**src/rtl/div_unit.sv**
```systemverilog
// Multi-cycle radix-2 restoring divider for DIV/DIVU in the execute stage.
// Holds the pipeline via stall_o until {remainder, quotient} is ready for HI/LO.
module div_unit (
  input  logic        clk,
  input  logic        resetn,
  input  logic        start_i,
  input  logic        signed_i,
  input  logic [31:0] opa_i,
  input  logic [31:0] opb_i,
  input  logic        annul_i,
  output logic        stall_o,
  output logic        ready_o,
  output logic [63:0] result_o,
  output logic [1:0]  dbg_state
);

  typedef enum logic [1:0] {
    IDLE  = 2'd0,
    DZERO = 2'd1,
    BUSY  = 2'd2,
    DONE  = 2'd3
  } state_t;

  state_t      state;
  state_t      state_nxt;

  logic [64:0] work;
  logic [64:0] work_step;
  logic [64:0] shifted;
  logic [33:0] diff;
  logic [31:0] divisor;
  logic [4:0]  count;
  logic        neg_q;
  logic        neg_r;
  logic [31:0] abs_a;
  logic [31:0] abs_b;
  logic [31:0] q_fin;
  logic [31:0] r_fin;
  logic        load_op;
  logic        load_res;
  logic        load_zero;

  assign dbg_state = state;

  // Magnitudes only for DIV; 0x80000000 maps onto itself, which is the correct unsigned magnitude.
  always_comb begin
    abs_a = opa_i;
    abs_b = opb_i;
    if (signed_i && opa_i[31]) abs_a = ~opa_i + 32'd1;
    if (signed_i && opb_i[31]) abs_b = ~opb_i + 32'd1;
  end

  // One restoring step: shift, trial-subtract from the 33-bit partial remainder, keep if non-negative.
  always_comb begin
    shifted   = {work[63:0], 1'b0};
    diff      = {1'b0, shifted[64:32]} - {2'b00, divisor};
    work_step = shifted;
    if (!diff[33]) work_step = {diff[32:0], shifted[31:1], 1'b1};
  end

  // Sign fix-up applied to the last step so result_o is final on the edge into DONE.
  always_comb begin
    q_fin = work_step[31:0];
    r_fin = work_step[63:32];
    if (neg_q) q_fin = ~work_step[31:0] + 32'd1;
    if (neg_r) r_fin = ~work_step[63:32] + 32'd1;
  end

  always_comb begin
    state_nxt = state;
    stall_o   = 1'b0;
    ready_o   = 1'b0;
    load_op   = 1'b0;
    load_res  = 1'b0;
    load_zero = 1'b0;
    case (state)
      IDLE: begin
        if (start_i && !annul_i) begin
          stall_o = 1'b1;
          if (opb_i == 32'd0) begin
            state_nxt = DZERO;
          end else begin
            state_nxt = BUSY;
            load_op   = 1'b1;
          end
        end
      end
      BUSY: begin
        stall_o = 1'b1;
        if (annul_i) begin
          state_nxt = IDLE;
        end else if (count == 5'd31) begin
          state_nxt = DONE;
          load_res  = 1'b1;
        end
      end
      DZERO: begin
        stall_o = 1'b1;
        if (annul_i) begin
          state_nxt = IDLE;
        end else begin
          state_nxt = DONE;
          load_zero = 1'b1;
        end
      end
      DONE: begin
        // start_i is still high here for the same instruction; never restart from DONE.
        ready_o   = 1'b1;
        state_nxt = IDLE;
      end
      default: state_nxt = IDLE;
    endcase
  end

  always_ff @(posedge clk) begin
    if (!resetn) begin
      state <= IDLE;
    end else begin
      state <= state_nxt;
    end
  end

  always_ff @(posedge clk) begin
    if (!resetn) begin
      work     <= '0;
      divisor  <= '0;
      count    <= '0;
      neg_q    <= 1'b0;
      neg_r    <= 1'b0;
      result_o <= '0;
    end else begin
      if (load_op) begin
        work    <= {33'd0, abs_a};
        divisor <= abs_b;
        count   <= '0;
        neg_q   <= signed_i & (opa_i[31] ^ opb_i[31]);
        neg_r   <= signed_i & opa_i[31];
      end else if (state == BUSY) begin
        work  <= work_step;
        count <= count + 5'd1;
      end
      if (load_res) begin
        result_o <= {r_fin, q_fin};
      end else if (load_zero) begin
        result_o <= '0;
      end
    end
  end

endmodule

```
**config.mk**
```make
export PLATFORM = sky130hd
export DESIGN_NAME = div_unit
export DESIGN_NICKNAME = d
export VERILOG_FILES = /design/src/rtl/div_unit.sv
export SDC_FILE = /design/constraint.sdc
export NUM_CORES = 1
export LEC_CHECK = 0
export CAP_MARGIN = 25
export CELL_PAD_IN_SITES_DETAIL_PLACEMENT = 1
export CELL_PAD_IN_SITES_GLOBAL_PLACEMENT = 1
export CORE_MARGIN = 2
export CORE_UTILIZATION = 46
export DETAILED_ROUTE_END_ITERATION = 12
export GPL_ROUTABILITY_DRIVEN = 0
export PLACE_DENSITY = 0.94
export SYNTH_ARGS = -nofsm -noshare
export SYNTH_HDL_FRONTEND = slang
export SYNTH_SLANG_ARGS = --single-unit
```
**constraint.sdc**
```tcl
create_clock -name clk -period 8.7 [get_ports clk]
set_input_delay 1.305 -clock clk [delete_from_list [all_inputs] [get_ports clk]]
set_output_delay 1.305 -clock clk [all_outputs]
set_load 0.02 [all_outputs]
```
After elaboration in Yosys (flattened, before gate mapping)
Index checks and enable logic that the tools add are counted.
Storage, ports and cells
  output and inout port bits: 68
  register bits: 169
  bits of input ports: 69
Cells by class
  bitwise logic cells: 8
  reduce and logical (&&, ||, !) cells: 11
  equality and inequality tests: 6
  add/sub/neg operators: 6
  muxes and demuxes: 26
Operators with widths (number)
  32-bit 2-to-1 mux: 6
  64-bit 2-to-1 mux: 3
  32-bit by 1-bit adder with 32-bit output, second input constant: 4
  32-bit inverter: 4
  33-bit by 32-bit subtractor with 34-bit output: 1
  32-bit zero test: 1
  1-bit 2-to-1 mux: 10
  2-bit 2-to-1 mux: 5
  2-bit one-hot mux with 4 select lines: 1
  5-bit by 1-bit adder with 5-bit output, second input constant: 1
  5-bit == test, second input constant: 1
  2-bit == test, second input constant: 2
  2-bit nonzero test: 2
  2-bit OR reduction: 2
  1-bit logical AND: 3
  3-bit != test, second input constant: 1
  1-bit AND: 2
  2-bit by 1-bit == test with 1-bit output, second input constant: 1
  2-bit zero test: 1
  2-bit != test, second input constant: 1
  1-bit one-hot mux with 2 select lines: 1
  2-bit AND reduction: 1
  1-bit zero test: 1
  1-bit inverter: 1
  1-bit bitwise XOR: 1

Depth between registers and ports, before layout
Gate-level depths: netlist (run 1).
  word-level depth: 6
  depth in mapped cells: 23

Least setup slack after synthesis (run 1)
Ideal clock, no wire load.
  path type: reg-to-reg
  start: register divisor[22]
  end: register result_o[60]
  setup slack: 4204 ps
  library setup time: 128 ps
  arrival time: 4369 ps
  buffers on the path: 4
  data required time: 8572 ps
  period minus slack after synthesis: 4496 ps
  stages on the path, launching flop included: 23
  cell sequence: dfxtp_1 > inv_1 > ha_1 > buf_4 > nand4_1 > or3_4 > and3b_1 > o31ai_1 > nand3_2 > buf_2 > buf_1 > buf_1 > nand2_1 > o21ai_0 > ha_1 > o211ai_1 > nor4_1 > mux2i_1 > a21oi_1 > nand3_1 > o41ai_1 > xnor2_1 > o21ai_1
Between the ends
  word-level cells in the longest chain between the ends: 6
Ends and longest elaborated chain
  start, declared: RTL line 31  | logic [31:0] divisor;
  start signal, assigned: RTL line 134  | divisor <= abs_b;
  33-bit by 32-bit subtractor with 34-bit output (*): RTL line 56  | diff = {1'b0, shifted[64:32]} - {2'b00, divisor};
  64-bit 2-to-1 mux (*): RTL line 58  | if (!diff[33]) work_step = {diff[32:0], shifted[31:1], 1'b1};
  32-bit inverter: RTL line 66  | if (neg_r) r_fin = ~work_step[63:32] + 32'd1;
  32-bit by 1-bit adder with 32-bit output: RTL line 66
  32-bit 2-to-1 mux (*): RTL line 66
  64-bit 2-to-1 mux (*): RTL line 142  | if (load_res) begin
  end signal, assigned: RTL line 143  | result_o <= {r_fin, q_fin};
  end, declared: RTL line 13  | output logic [63:0] result_o,
Mark *: on every way between the ends. The rest lies on a longest branch, timed or not.
A chain may end at the register's enable or synchronous reset.

Final worst setup path (run 1)
  start: register work[31]
  end: register result_o[58]
Between the ends
  word-level cells in the longest chain between the ends: 6
Ends and longest elaborated chain
  start, declared: RTL line 27  | logic [64:0] work;
  start signal, assigned: RTL line 133  | work <= {33'd0, abs_a};
  start signal, assigned: RTL line 139  | work <= work_step;
  33-bit by 32-bit subtractor with 34-bit output: RTL line 56
  64-bit 2-to-1 mux (*): RTL line 58
  32-bit inverter: RTL line 66
  32-bit by 1-bit adder with 32-bit output: RTL line 66
  32-bit 2-to-1 mux (*): RTL line 66
  64-bit 2-to-1 mux (*): RTL line 142
Marked as above.

==> results.sh, run 1 <==
export IMPL_slew_headroom_pct=31.1
export IMPL_port_buffers=136
export IMPL_yosysMostFrequentCell="nor2_1"
export IMPL_synth_top_area_share_pct=29.2
export IMPL_synth_distinct_cells=87
export IMPL_final_setup_tns_ns=0
export IMPL_ys_warn_count=0
export IMPL_cts_inserted_buffers=17
export IMPL_clockBufferDepth=2
export IMPL_drive_above_1_share_pct=5.15
export IMPL_antenna_found_initial=1
export IMPL_cts_resized=0
export IMPL_synth_seq_cells=169
export IMPL_setup_viol=0
export IMPL_post_route_drc_count=0
export IMPL_wl_um=45500
export IMPL_postSynthCellCount=1481
export IMPL_gr_total_overflow=0
export IMPL_crit_arrival_ns=6.02
export IMPL_syn_area_per_cell_um2=7.82
export IMPL_die_w_um=163
export IMPL_htree_levels=4
export IMPL_synth_async_reset_ratio_pct=0
export IMPL_drt_iter0_drc=1084
export IMPL_synth_fp_nets=1594
export IMPL_grt_usage_pct=33.3
export IMPL_grt_setup_unrepaired="no"
export IMPL_synth_common_cells="nor2_1 (202), dfxtp_1 (169), nand2_1 (124)"
export IMPL_max_freq_ghz=0.175
export IMPL_root_buffer="clkbuf_16"
export IMPL_ctsHoldBuffers=0
export IMPL_hold_path_class="flip-flop to flip-flop"
export IMPL_wl_per_cell_um=23.9
export IMPL_netlist_area_um2=11600
export IMPL_slew_viol_final=0
export IMPL_start_kind="flip-flop"
export IMPL_seq_area_frac_synth_pct=29.2
export IMPL_rows=58
export IMPL_clk_pin_slew_worst_paths_ns=0.08
export IMPL_period_share_pct=65.6
export IMPL_core_um2=25000
export IMPL_die_h_um=163
export IMPL_crit_fanout=43
export IMPL_worstPathRequired_ns=9.01
export IMPL_final_util_pct=54.9
export IMPL_register_area_um2=3380
export IMPL_insertedDiodeCount=0
export IMPL_start_util_pct=46.4
export IMPL_yosysTopAreaCell="dfxtp_1"
export IMPL_min_period_ns=5.71
export IMPL_ys_flop_type="dfxtp_1"
export IMPL_synthToLayoutAreaGrowth_pct=18.4
export IMPL_fillCellCount=3011
export IMPL_cp_end_kind="flip-flop"
export IMPL_vias_per_cell=6.47
export IMPL_outcome="finished, final reports clean"
export IMPL_synth_edf_count=0
export IMPL_clock_latency_ns=0.45
export IMPL_grt_max_degree=120
export IMPL_grt_pass1_vias=12682
export IMPL_multi_input_area_um2=7630
export IMPL_fin_skew_ns=0.0103
export IMPL_maxCapViolCount=0
export IMPL_first_pass_iters=5
export IMPL_vias=12303
export IMPL_tightest_slew_ns=1.03
export IMPL_clock_sinks=169
export IMPL_finalHoldViolCount=0
export IMPL_die_area_um2=26500
export IMPL_cts_tree="built"
export IMPL_post_cts_setup_buffers=0
export IMPL_io_pins=137
export IMPL_final_nets=1672
export IMPL_ys_top_cells_by_area="dfxtp_1 (29%), nor2_1 (6.5%), xnor2_1 (6.3%)"
export IMPL_worstSetupPathType="flip-flop to flip-flop"
export IMPL_ant_nets=0
export IMPL_hpwl_um=30500
export IMPL_grt_first_pass_wirelength_um=70000
[path summary, 6_finish.rpt]
check	endpoint	cells after the start	startpoint	slack, ns
max	result_o[58]$_SDFFE_PN0P_	16	work[31]$_SDFFE_PN0P_	2.99
min	result_o[55]$_SDFFE_PN0P_	2	result_o[55]$_SDFFE_PN0P_	0.46
max reg2reg	result_o[58]$_SDFFE_PN0P_	16	work[31]$_SDFFE_PN0P_	2.99
min reg2reg	result_o[55]$_SDFFE_PN0P_	2	result_o[55]$_SDFFE_PN0P_	0.46
[per-stage QoR]
stage	hold slack [ns]	area [um^2]	setup WS [ns]	std cells
after floorplan	0.432	11600	4.20	1481
after global placement	0.436	13100	3.36	1868
after detailed placement	0.444	13100	3.13	1868
after CTS	0.456	13700	3.25	1900
after global routing	0.481	13700	2.78	1902
final	0.456	13700	2.99	1902
[layout by cell type, fill, tap and decap left out, types with 42 or more instances in the layout]
cell type        synthesis  final
o21ai_0                 54     54
clkdlybuf4s50_1          0    136
dfxtp_1                169    169
inv_1                   57     57
a211oi_1                94     94
nor2_1                 202    202
nand2_1                124    123
mux2i_1                 56     56
a21oi_1                 79     78
xor2_1                  57     57
xnor2_1                 84     84
ha_1                    43     42
[cells by family after synthesis]
group / count (synthesis) / synth area share [%]
DFF: 169 / 29.2
xor gates and xnor gates: 141 / 10.7
and+or+nand+nor: 504 / 20.5
muxes: 58 / 5.03
adders and majority gates: 44 / 4.82
buffers and inverters: 149 / 5.24
AOI/OAI and AO/OA: 416 / 24.6
[flip-flops by register name (all words and copies together) (netlist names)]
| signal | flops |
|---|---|
| divisor | 32 |
| work | 64 |
| dbg_state | 2 |
| count | 5 |
| neg_q | 1 |
| result_o | 64 |
| neg_r | 1 |
[final cells by class]
type / count / share of cell area, %
Sequential cell: 169 / 24.7
Inverter: 59 / 1.62
Tap cell: 330 / 3.01
Multi-Input combinational cell: 1163 / 55.6
Clock inverter: 15 / 1.10
Timing Repair Buffer: 149 / 10.9
Clock buffer: 17 / 3.10
[per-layer routing]
metal  share of wire, %  global-route usage (%)  vias to the layer above
met5              0.029                       0                        -
met3                7.1                    6.54                      172
li1                   -                       -                     5486
met1                 41                    40.0                     6083
met4                5.2                    15.8                        2
met2                 47                    57.0                      560
[critical path, stage by stage, from the launching register on]
cell and delay (ns):
dfxtp_1 0.50, inv_1 0.14, ha_1 0.25, nor2b_1 0.17, o2111ai_1 0.26, a21oi_1 0.61
o2111ai_1 0.26, nand3_2 0.45, buf_4 0.55, inv_2 0.09, buf_4 0.29, or3b_1 0.46
o32a_1 0.45, or3b_4 0.42, a211oi_2 0.25, xnor2_1 0.24, o21ai_1 0.11
Power of run 1 is left out: the tool's default activity adds up to more than one toggle a clock period on the data nets, which glitch-free logic cannot reach.
==> run 2, diff against run 1 <==
CORE_UTILIZATION = 38   (was 46)
PLACE_DENSITY = 0.84   (was 0.94)
clock period = 5.08 ns   (was 8.7 ns; I/O delays follow)
==> results.sh, run 2 (same netlist as run 1, synthesis figures left out) <==
export IMPL_outcome="finished, final reports clean"
export IMPL_wl_um=42500
export IMPL_worstPathRequired_ns=5.37
export IMPL_final_cell_mix="nor2_1 (202), dfxtp_1 (169), clkdlybuf4s50_1 (136), nand2_1 (123), a211oi_1 (94)"
export IMPL_port_buffers=136
export IMPL_crit_fanout=8
export IMPL_first_pass_iters=7
export IMPL_reg2reg_depth=19
export IMPL_htree_levels=4
export IMPL_slew_headroom_pct=43.7
export IMPL_hpwl_um=31200
export IMPL_final_common_cell="nor2_1"
export IMPL_start_util_pct=38.9
export IMPL_cts_resized=0
export IMPL_final_util_pct=46.7
export IMPL_rr_endpoint="result_o[54]$_SDFFE_PN0P_"
export IMPL_reg_top3="result_o (64), work (64), divisor (32)"
export IMPL_grt_max_degree=69
export IMPL_drive_above_1_share_pct=5.99
export IMPL_vias_per_cell=5.98
export IMPL_slowest_stage="a2111oi_0"
export IMPL_rows=63
export IMPL_grt_setup_unrepaired="no"
export IMPL_tightest_slew_ns=0.837
export IMPL_maxCapViolCount=0
export IMPL_crit_arrival_ns=4.93
export IMPL_worstReg2RegStart="work[57]$_SDFFE_PP0P_"
export IMPL_period_share_pct=91.3
export IMPL_die_area_um2=31900
export IMPL_synthToLayoutAreaGrowth_pct=20.1
export IMPL_crit_chain="ha_1 -> a21oi_1 -> o21ai_1 -> nor2b_1 -> a2111oi_0 -> buf_4 -> nand3_2 -> o21ai_0 -> ha_1 -> o211ai_1 -> nor4_1 -> mux2i_1 -> buf_4 -> inv_1 -> a21oi_1 -> buf_4 -> a211oi_1 -> xnor2_1 -> o21ai_1"
export IMPL_vias=11820
export IMPL_wl_per_cell_um=21.5
export IMPL_hold_depth=2
export IMPL_insertedDiodeCount=0
export IMPL_drt_iter0_drc=792
export IMPL_slew_viol_final=0
export IMPL_die_h_um=179
export IMPL_max_stage_delay_ns=0.52
export IMPL_setup_viol=0
export IMPL_ant_nets=0
export IMPL_cts_inserted_buffers=17
export IMPL_cts_tree="built"
export IMPL_hold_path_class="flip-flop to flip-flop"
export IMPL_ff2ff_setup_slack_ns=0.44
export IMPL_crit_top_cell="buf_4"
export IMPL_final_nets=1686
export IMPL_clock_sinks=169
export IMPL_fillCellCount=3597
export IMPL_cp_end_kind="flip-flop"
export IMPL_gr_total_overflow=0
export IMPL_die_w_um=179
export IMPL_io_pins=137
export IMPL_start_kind="flip-flop"
export IMPL_post_route_drc_count=0
export IMPL_antenna_found_initial=0
export IMPL_fin_skew_ns=0.0125
export IMPL_whs_endpoint="result_o[54]$_SDFFE_PN0P_"
export IMPL_worstSetupPathType="flip-flop to flip-flop"
export IMPL_clock_latency_ns=0.44
export IMPL_min_period_ns=4.64
export IMPL_holdCritStartpoint="result_o[54]$_SDFFE_PN0P_"
export IMPL_clockBufferDepth=2
export IMPL_final_setup_tns_ns=0
export IMPL_core_um2=29800
export IMPL_max_freq_ghz=0.216
export IMPL_grt_pass1_vias=12138
export IMPL_clk_pin_slew_worst_paths_ns=0.07
export IMPL_grt_usage_pct=26.7
export IMPL_root_buffer="clkbuf_16"
export IMPL_ctsHoldBuffers=0
export IMPL_post_cts_setup_buffers=0
export IMPL_grt_first_pass_wirelength_um=66800
export IMPL_finalHoldViolCount=0
[run 2: cell count changes in the layout (fill, tap and decap cells not counted)]
cell / delta
buf_4: +15
clkbuf_8: +2
clkinv_8: -3
bufinv_16: +2
inv_6: -4
inv_8: +2
buf_16: -1
clkinv_4: +1
[run 2: metrics by stage]
stage	hold slack, ns	worst slack, ns	area [um^2]	std cells
after floorplan	0.432	0.584	11600	1481
after global placement	0.442	0.574	13300	1944
after detailed placement	0.452	0.483	13300	1944
after CTS	0.462	0.458	13900	1976
after global routing	0.490	0.0371	13900	1976
final	0.457	0.441	13900	1976
[run 2: final cells by class]
type	count	area, um^2	share of cell area [%]
Inverter	59	223	1.60
Sequential cell	169	3380	24.3
Tap cell	390	488	3.51
Timing Repair Buffer	163	1580	11.3
Multi-Input combinational cell	1163	7630	54.8
Clock buffer	19	453	3.26
Clock inverter	13	159	1.14
[run 2: worst max-delay path, delay by kind of cell, from the launching register on]
kind | cells | cell delay (ns)
adder cells (fa/ha/maj) | 2 | 0.64
flip-flops | 1 | 0.47
multiplexers | 1 | 0.15
buffers and inverters | 4 | 0.67
XOR/XNOR | 1 | 0.26
AO/OA/AOI/OAI | 8 | 1.79
AND/OR/NAND/NOR | 3 | 0.51
[run 2: how the worst max path moves through the flow]
stage | startpoint | endpoint | slack [ns] | cells after the start
5_1_grt | work[57]$_SDFFE_PP0P_ | result_o[54]$_SDFFE_PN0P_ | 0.04 | 19
2_1_floorplan | divisor[22]$_SDFFE_PN0P_ | result_o[60]$_SDFFE_PN0P_ | 0.58 | 22
3_3_place_gp | opb_i[6] | divisor[3]$_SDFFE_PN0P_ | 0.57 | 13
4_1_cts | work[57]$_SDFFE_PP0P_ | result_o[54]$_SDFFE_PN0P_ | 0.46 | 19
6_report | work[57]$_SDFFE_PP0P_ | result_o[54]$_SDFFE_PN0P_ | 0.44 | 19
3_5_place_dp | opb_i[6] | work[4]$_SDFFE_PN0P_ | 0.48 | 13
[run 2: routing by layer]
metal	wire length [um]	vias up	GRT usage, %
li1	-	5516	-
met1	18100	5893	33.0
met2	20300	319	45.2
met3	1950	92	4.01
met4	2090	0	13.3
met5	0	-	0
Power of run 2 is left out for the same reason.
